File: src/rtl/seg_scan_decoder.sv
// Debounces a multiplexed 7-segment scan, decodes each digit to BCD and publishes 4-digit frames.
// Build option: define SEG_ACTIVE_LOW_EN for common-anode boards (inputs inverted at the sample stage).
module seg_scan_decoder #(
    parameter int STABLE_CYCLES = 4
) (
    input  logic        CLK,
    input  logic        RST,
    input  logic [7:0]  SEG_DATA,
    input  logic [3:0]  DIGIT_SEL,
    input  logic        FRAME_ACK,
    output logic [15:0] BCD_OUT,
    output logic [3:0]  DOT_OUT,
    output logic [3:0]  ERR_OUT,
    output logic        FRAME_VALID,
    output logic        OVERRUN
);

    // state  | meaning
    // IDLE   | sampled select is not one-hot
    // SETTLE | counting consecutive identical samples of a one-hot select
    // HOLD   | digit captured, waiting for the sample to change
    typedef enum logic [1:0] {IDLE, SETTLE, HOLD} state_t;

    localparam logic [7:0] C_STABLE = 8'(STABLE_CYCLES);

    state_t      r_state;
    logic [7:0]  r_cnt;
    logic [7:0]  r_seg_s, r_seg_p;
    logic [3:0]  r_sel_s, r_sel_p;
    logic [15:0] r_buf_bcd;
    logic [3:0]  r_buf_dot, r_buf_err, r_mask;
    logic [15:0] r_bcd;
    logic [3:0]  r_dot, r_err;
    logic        r_valid, r_ovr;

    logic [7:0]  w_seg_in;
    logic [3:0]  w_sel_in;
    logic        w_changed, w_onehot, w_capture, w_publish, w_err;
    logic [3:0]  w_cap_bit, w_bcd;

`ifdef SEG_ACTIVE_LOW_EN
    assign w_seg_in = ~SEG_DATA;
    assign w_sel_in = ~DIGIT_SEL;
`else
    assign w_seg_in = SEG_DATA;
    assign w_sel_in = DIGIT_SEL;
`endif

    assign w_changed = (r_seg_s != r_seg_p) || (r_sel_s != r_sel_p);
    assign w_onehot  = (r_sel_s != 4'd0) && ((r_sel_s & (r_sel_s - 4'd1)) == 4'd0);
    assign w_capture = (r_state == SETTLE) && !w_changed && ((r_cnt + 8'd1) == C_STABLE);
    assign w_cap_bit = w_capture ? r_sel_s : 4'd0;
    assign w_publish = (r_mask == 4'hF);

    always_comb begin
        w_bcd = 4'hF;
        w_err = 1'b0;
        case (r_seg_s[7:1])
            7'b1111110: w_bcd = 4'd0;
            7'b0110000: w_bcd = 4'd1;
            7'b1101101: w_bcd = 4'd2;
            7'b1111001: w_bcd = 4'd3;
            7'b0110011: w_bcd = 4'd4;
            7'b1011011: w_bcd = 4'd5;
            7'b1011111: w_bcd = 4'd6;
            7'b1110000: w_bcd = 4'd7;
            7'b1111111: w_bcd = 4'd8;
            7'b1111011: w_bcd = 4'd9;
            7'b0000000: w_bcd = 4'hF;
            default:    w_err = 1'b1;
        endcase
    end

    // The previous sample is kept so stability is judged on registered data only.
    always_ff @(posedge CLK) begin
        if (RST) begin
            r_seg_s <= 8'd0;
            r_seg_p <= 8'd0;
            r_sel_s <= 4'd0;
            r_sel_p <= 4'd0;
        end else begin
            r_seg_p <= r_seg_s;
            r_sel_p <= r_sel_s;
            r_seg_s <= w_seg_in;
            r_sel_s <= w_sel_in;
        end
    end

    always_ff @(posedge CLK) begin
        if (RST) begin
            r_state <= IDLE;
            r_cnt   <= 8'd0;
        end else begin
            case (r_state)
                IDLE: begin
                    if (w_onehot) begin
                        r_cnt   <= 8'd1;
                        r_state <= SETTLE;
                    end
                end
                SETTLE, HOLD: begin
                    if (w_changed) begin
                        r_cnt   <= 8'd1;
                        r_state <= w_onehot ? SETTLE : IDLE;
                    end else if (r_state == SETTLE) begin
                        r_cnt <= r_cnt + 8'd1;
                        if ((r_cnt + 8'd1) == C_STABLE) r_state <= HOLD;
                    end
                end
                default: r_state <= IDLE;
            endcase
        end
    end

    // A capture landing on the publish cycle starts the next frame's mask.
    always_ff @(posedge CLK) begin
        if (RST) begin
            r_buf_bcd <= 16'hFFFF;
            r_buf_dot <= 4'd0;
            r_buf_err <= 4'd0;
            r_mask    <= 4'd0;
            r_bcd     <= 16'hFFFF;
            r_dot     <= 4'd0;
            r_err     <= 4'd0;
            r_valid   <= 1'b0;
            r_ovr     <= 1'b0;
        end else begin
            r_mask <= (w_publish ? 4'd0 : r_mask) | w_cap_bit;
            for (int i = 0; i < 4; i++) begin
                if (w_cap_bit[i]) begin
                    r_buf_bcd[4*i +: 4] <= w_bcd;
                    r_buf_dot[i]        <= r_seg_s[0];
                    r_buf_err[i]        <= w_err;
                end
            end
            if (w_publish) begin
                r_bcd   <= r_buf_bcd;
                r_dot   <= r_buf_dot;
                r_err   <= r_buf_err;
                r_valid <= 1'b1;
                if (r_valid) r_ovr <= !FRAME_ACK;
            end else if (r_valid && FRAME_ACK) begin
                r_valid <= 1'b0;
                r_ovr   <= 1'b0;
            end
        end
    end

    assign BCD_OUT     = r_bcd;
    assign DOT_OUT     = r_dot;
    assign ERR_OUT     = r_err;
    assign FRAME_VALID = r_valid;
    assign OVERRUN     = r_ovr;

endmodule
File: config.mk
export PLATFORM = sky130hd
export DESIGN_NAME = seg_scan_decoder
export DESIGN_NICKNAME = d
export VERILOG_FILES = /design/src/rtl/seg_scan_decoder.sv
export SDC_FILE = /design/constraint.sdc
export NUM_CORES = 1
export LEC_CHECK = 0
export BUFFER_PORTS_ARGS = -buffer_cell sky130_fd_sc_hd__buf_2
export CORE_MARGIN = 2
export CORE_UTILIZATION = 45
export DETAILED_ROUTE_END_ITERATION = 10
export SLEW_MARGIN = 20
export SYNTH_ARGS = -nofsm -noshare
export SYNTH_HDL_FRONTEND = slang
export SYNTH_SLANG_ARGS = --single-unit
File: constraint.sdc
create_clock -name CLK -period 3 [get_ports CLK]
set_input_delay 0.3 -clock CLK [delete_from_list [all_inputs] [get_ports CLK]]
set_output_delay 0.3 -clock CLK [all_outputs]
set_load 0.01 [all_outputs]
==> flow_results.org <==
** Pwr
- In this run the power density over the cells is 561.9 mW/mm2.
- Switching power summed over all nets :: just under 600 uW
- Clock network fraction of total power :: 0.385
- Combinational fraction of design power :: 0.089
- In this run the static leakage power is about 1.7 nW.
- Switching portion of total power :: 0.2541
- Cell-internal power :: between 1.5 and 2 mW
- Maximum ir drop on the vdd rail :: around 0.00021 V
- Reg power frac :: 0.526

** Die
- Die width :: 94.77 um
- For this design the top-level I/O count stands at a little over 40.
- The die covers between 0.008 and 0.009 mm2.
- The region available for standard cell placement spans about 0.008 mm2.
- The floorplan has 33 rows.
- Height of the die :: 94.77 um
- Effective utilization at floorplan :: 0.4581

** Global route
- The first global-routing pass estimated 12450 um of wire.
- Number of global-route vias before repair :: around 2600
- Number of antenna violations at the first check in global routing :: 0
- Total congestion overflow :: 0
- Global-route usage over all layers :: 0.1763
- Pin count of the biggest net entering global routing :: 32

** Logic synthesis
- In the post-synthesis netlist, the cell with the most instances is sky130_fd_sc_hd__dfxtp_1.
- Sorting the synthesized cells by area gives the leading types as sky130_fd_sc_hd__dfxtp_1 48%, sky130_fd_sc_hd__nand2_1 7.6%, sky130_fd_sc_hd__mux2i_1 5.7%.
- Share of the yosys chip area belonging to registers :: 0.4752
- A synthesized cell averages ~8.8 um2.
- Of all cell types, the one taking the most synthesized area is sky130_fd_sc_hd__dfxtp_1.
- In this run, synthesis inferred 0 flip-flops with an integrated enable.
- Commonest cells post-synth :: 88 x sky130_fd_sc_hd__dfxtp_1, 75 x sky130_fd_sc_hd__nand2_1, 29 x sky130_fd_sc_hd__nand3_1, 27 x sky130_fd_sc_hd__clkbuf_1, 24 x sky130_fd_sc_hd__nor2b_1
- The mapped netlist covers 0.003707 mm2.
- Commonest register cell after synthesis :: sky130_fd_sc_hd__dfxtp_1
- For this run, the number of Yosys warnings is 0.
- Synthesized Nets :: 440
- Count of distinct cell types in the synthesized netlist :: 51
- Number of register bits inferred by synthesis :: 88
- Synth async-reset ratio :: 0
- The share of synthesized area in the top cell type comes to 0.4752.
- Mapped Cells :: 420

** Setup path
- Worst EP required :: ~3.2 ns
- STA classifies the critical path startpoint as a flop.
- For the worst flop-to-flop path, the logic depth is 5.
- The worst setup path is of the reg2reg kind.
- Worst endpoint data arrival time :: 2.49 ns
- Worst Path Max Fanout :: 10
- Element type at the critical path end :: flop
- In this run the register-to-register setup slack is ~0.72 ns.

** Detailed routing
- Once detail routing completed, the nets flagged for antenna violations numbered 0.
- In the final routed layout, each cell accounts on average for approximately 14 um.
- Using the TritonRoute via totals, the vias-per-cell ratio works out to ~5.2.
- After detailed routing, the total wire length is between 7000 and 8000 um.
- Initial DRT Pass Iterations :: 5
- Number of vias after detailed routing :: approximately 2900
- In this run, the number of DRC markers left after iteration 0 of detailed routing was 74.
- Detailed-route DRC error count :: 0

** Flow run
- Number of maximum-capacitance violations :: 0

** Hold path
- Cell depth of the worst min-delay path :: 2
- Class of the tightest hold or removal check :: in2reg

** Timing
- Slew Viols, Final :: 0
- The count of final hold-check violations is 0.
- For the final database, setup skew stands at 0.005025 ns.
- The worst path in the final design needs a cycle of approximately 2.3 ns, including I/O delays and setup.
- Number of failing setup endpoints in the final timing report :: 0
- The worst pin sits at a relative slew slack of 0.4445.
- Transition time of the tightest slew-check pin :: approximately 0.83 ns
- Peak Freq :: 439.1 MHz
- Hold slack final :: about 0.14 ns
- Summed over all failing endpoints, the final setup total negative slack is 0 ns.
- Setup repair after global routing left no endpoint under its margin.
- Dividing the final minimum period by the clock period gives 0.7592.

** Place
- Detailed placement HPWL :: 5171 um
- Buffers placed on the I/O ports in this run total 40.
- Routability-driven placement finished with a final weighted congestion of about 0.78.
- In this run the cell area measured after placement is ~0.004 mm2.

** CTS
- Clock tree synthesis selected as its root buffer the cell sky130_fd_sc_hd__clkbuf_8.
- TritonCTS built the clock tree.
- After clock tree synthesis, the flow added hold-fix buffers numbering 0.
- Clock tree synthesis found a total of 88 sinks.
- In this run the number of H-tree levels came out at 3.
- Later-pin clock latency in the skew report :: ~0.35 ns
- Clk buf depth :: 2
- Number of buffers created by CTS :: 9
- Once the clock tree was built, the resizer swapped 0 gates to a different size.
- After clock tree synthesis, the clock-pin slew on the worst setup and hold paths is 0.09 ns.
- Setup Buffers After CTS :: 0

** Cells and area
- Area of all sequential standard cells :: 0.001762 mm2
- In the final design database the tool counted 462 nets.
- Compared with the post-synthesis result, the final layout area differs by 11.91%.
- Fin area :: 0.004149 mm2
- The multi-input combinational cells in the finished layout cover a total of roughly 0.0018 mm2.
- Fill cells in the final layout number around 780.
- Of the cells placed in the final design, the portion with a size suffix greater than 1 is 0.1457.
- Antenna fix cells :: 0

** Outcome
- Outcome :: finished clean
==> through the flow <==
step | utilization | instances | power [mW] | worst slack (ns)
floorplan | - | 420 | 1.406 | 0.9251
global placement | 0.4859 | 536 | 1.461 | 0.7509
detailed placement | 0.4859 | 536 | 1.459 | 0.7428
CTS | 0.5127 | 551 | 2.351 | 0.7395
global route | 0.5127 | 551 | 2.431 | 0.4779
finish | 0.5127 | 551 | 2.331 | 0.7224
==> routing by layer <==
metal	part of all wire	wire length (um)	global-route usage
met1	0.49	3646	0.2351
met2	0.46	3436	0.2855
met3	0.032	236	0.02634
met4	0.016	122	0.07246
met5	0	0	0
==> flip-flops by register name, summed over array words and instances, names as in the netlist, 8 cells and up <==
| name | flops |
|---|---|
| r_buf_bcd | 16 |
| BCD_OUT | 16 |
| r_seg_s | 8 |
| r_cnt | 8 |
| r_seg_p | 8 |
==> placed cells by master (no fill, tap or decap), drive strengths merged, types with 3 or more instances in the layout <==
master,synthesis,routed
nor2b,24,24
nand3,29,29
mux2i,21,21
o221ai,4,4
nor2,22,22
a211oi,6,6
and2,4,4
nand2,75,75
nor4,9,9
a21oi,23,23
nor3,3,3
buf,6,44
dfxtp,88,88
nand4,6,6
xor2,13,13
a22oi,6,6
inv,6,8
ha,5,5
o21ai,3,3
o21a,3,3
and4,3,3
clkbuf,27,9
==> logic make-up (layout without fill, tap and decap cells) <==
group | after synthesis | count (layout) | synth area share
compound gates | 60 | 60 | 0.1158
xor+xnor | 15 | 15 | 0.03544
flops | 88 | 88 | 0.4752
fa+ha+maj | 5 | 5 | 0.01687
mux | 21 | 21 | 0.05670
simple gates | 191 | 191 | 0.2562
buf+inv | 40 | 66 | 0.04387
==> worst max-delay path: stages, from the launching register on <==
cell                       delay [ns]
sky130_fd_sc_hd__dfxtp_1         0.50
sky130_fd_sc_hd__or3b_2          0.49
sky130_fd_sc_hd__a211oi_1        0.25
sky130_fd_sc_hd__a211oi_1        0.15
sky130_fd_sc_hd__a211oi_1        0.60
sky130_fd_sc_hd__mux2i_1         0.15
==> power groups by stage <==
stage	Sequential (mW)	Combinational (mW)	Clock, mW
after floorplan	1.23	0.174	0
after global placement	1.25	0.209	0
after detailed placement	1.25	0.206	0
after CTS	1.23	0.207	0.919
after global routing	1.23	0.235	0.965
final	1.23	0.208	0.897
==> area by class of cell <==
class / count / area share
tap: 105 / 0.03166
clock buffer: 9 / 0.02986
clock inverter: 6 / 0.02232
inverter: 7 / 0.006333
sequential: 88 / 0.4246
timing repair buffer: 44 / 0.05549
multi-input combinational: 292 / 0.4297
==> path summary, 6_finish.rpt <==
kind | to | from
worst max-delay path | r_buf_bcd[4] | r_seg_s[6]
worst max register to register | r_buf_bcd[4] | r_seg_s[6]
worst min-delay path | OVERRUN | FRAME_ACK
worst min register to register | DOT_OUT[3] | r_buf_dot[3]
(Power assumes the default switching activity.)
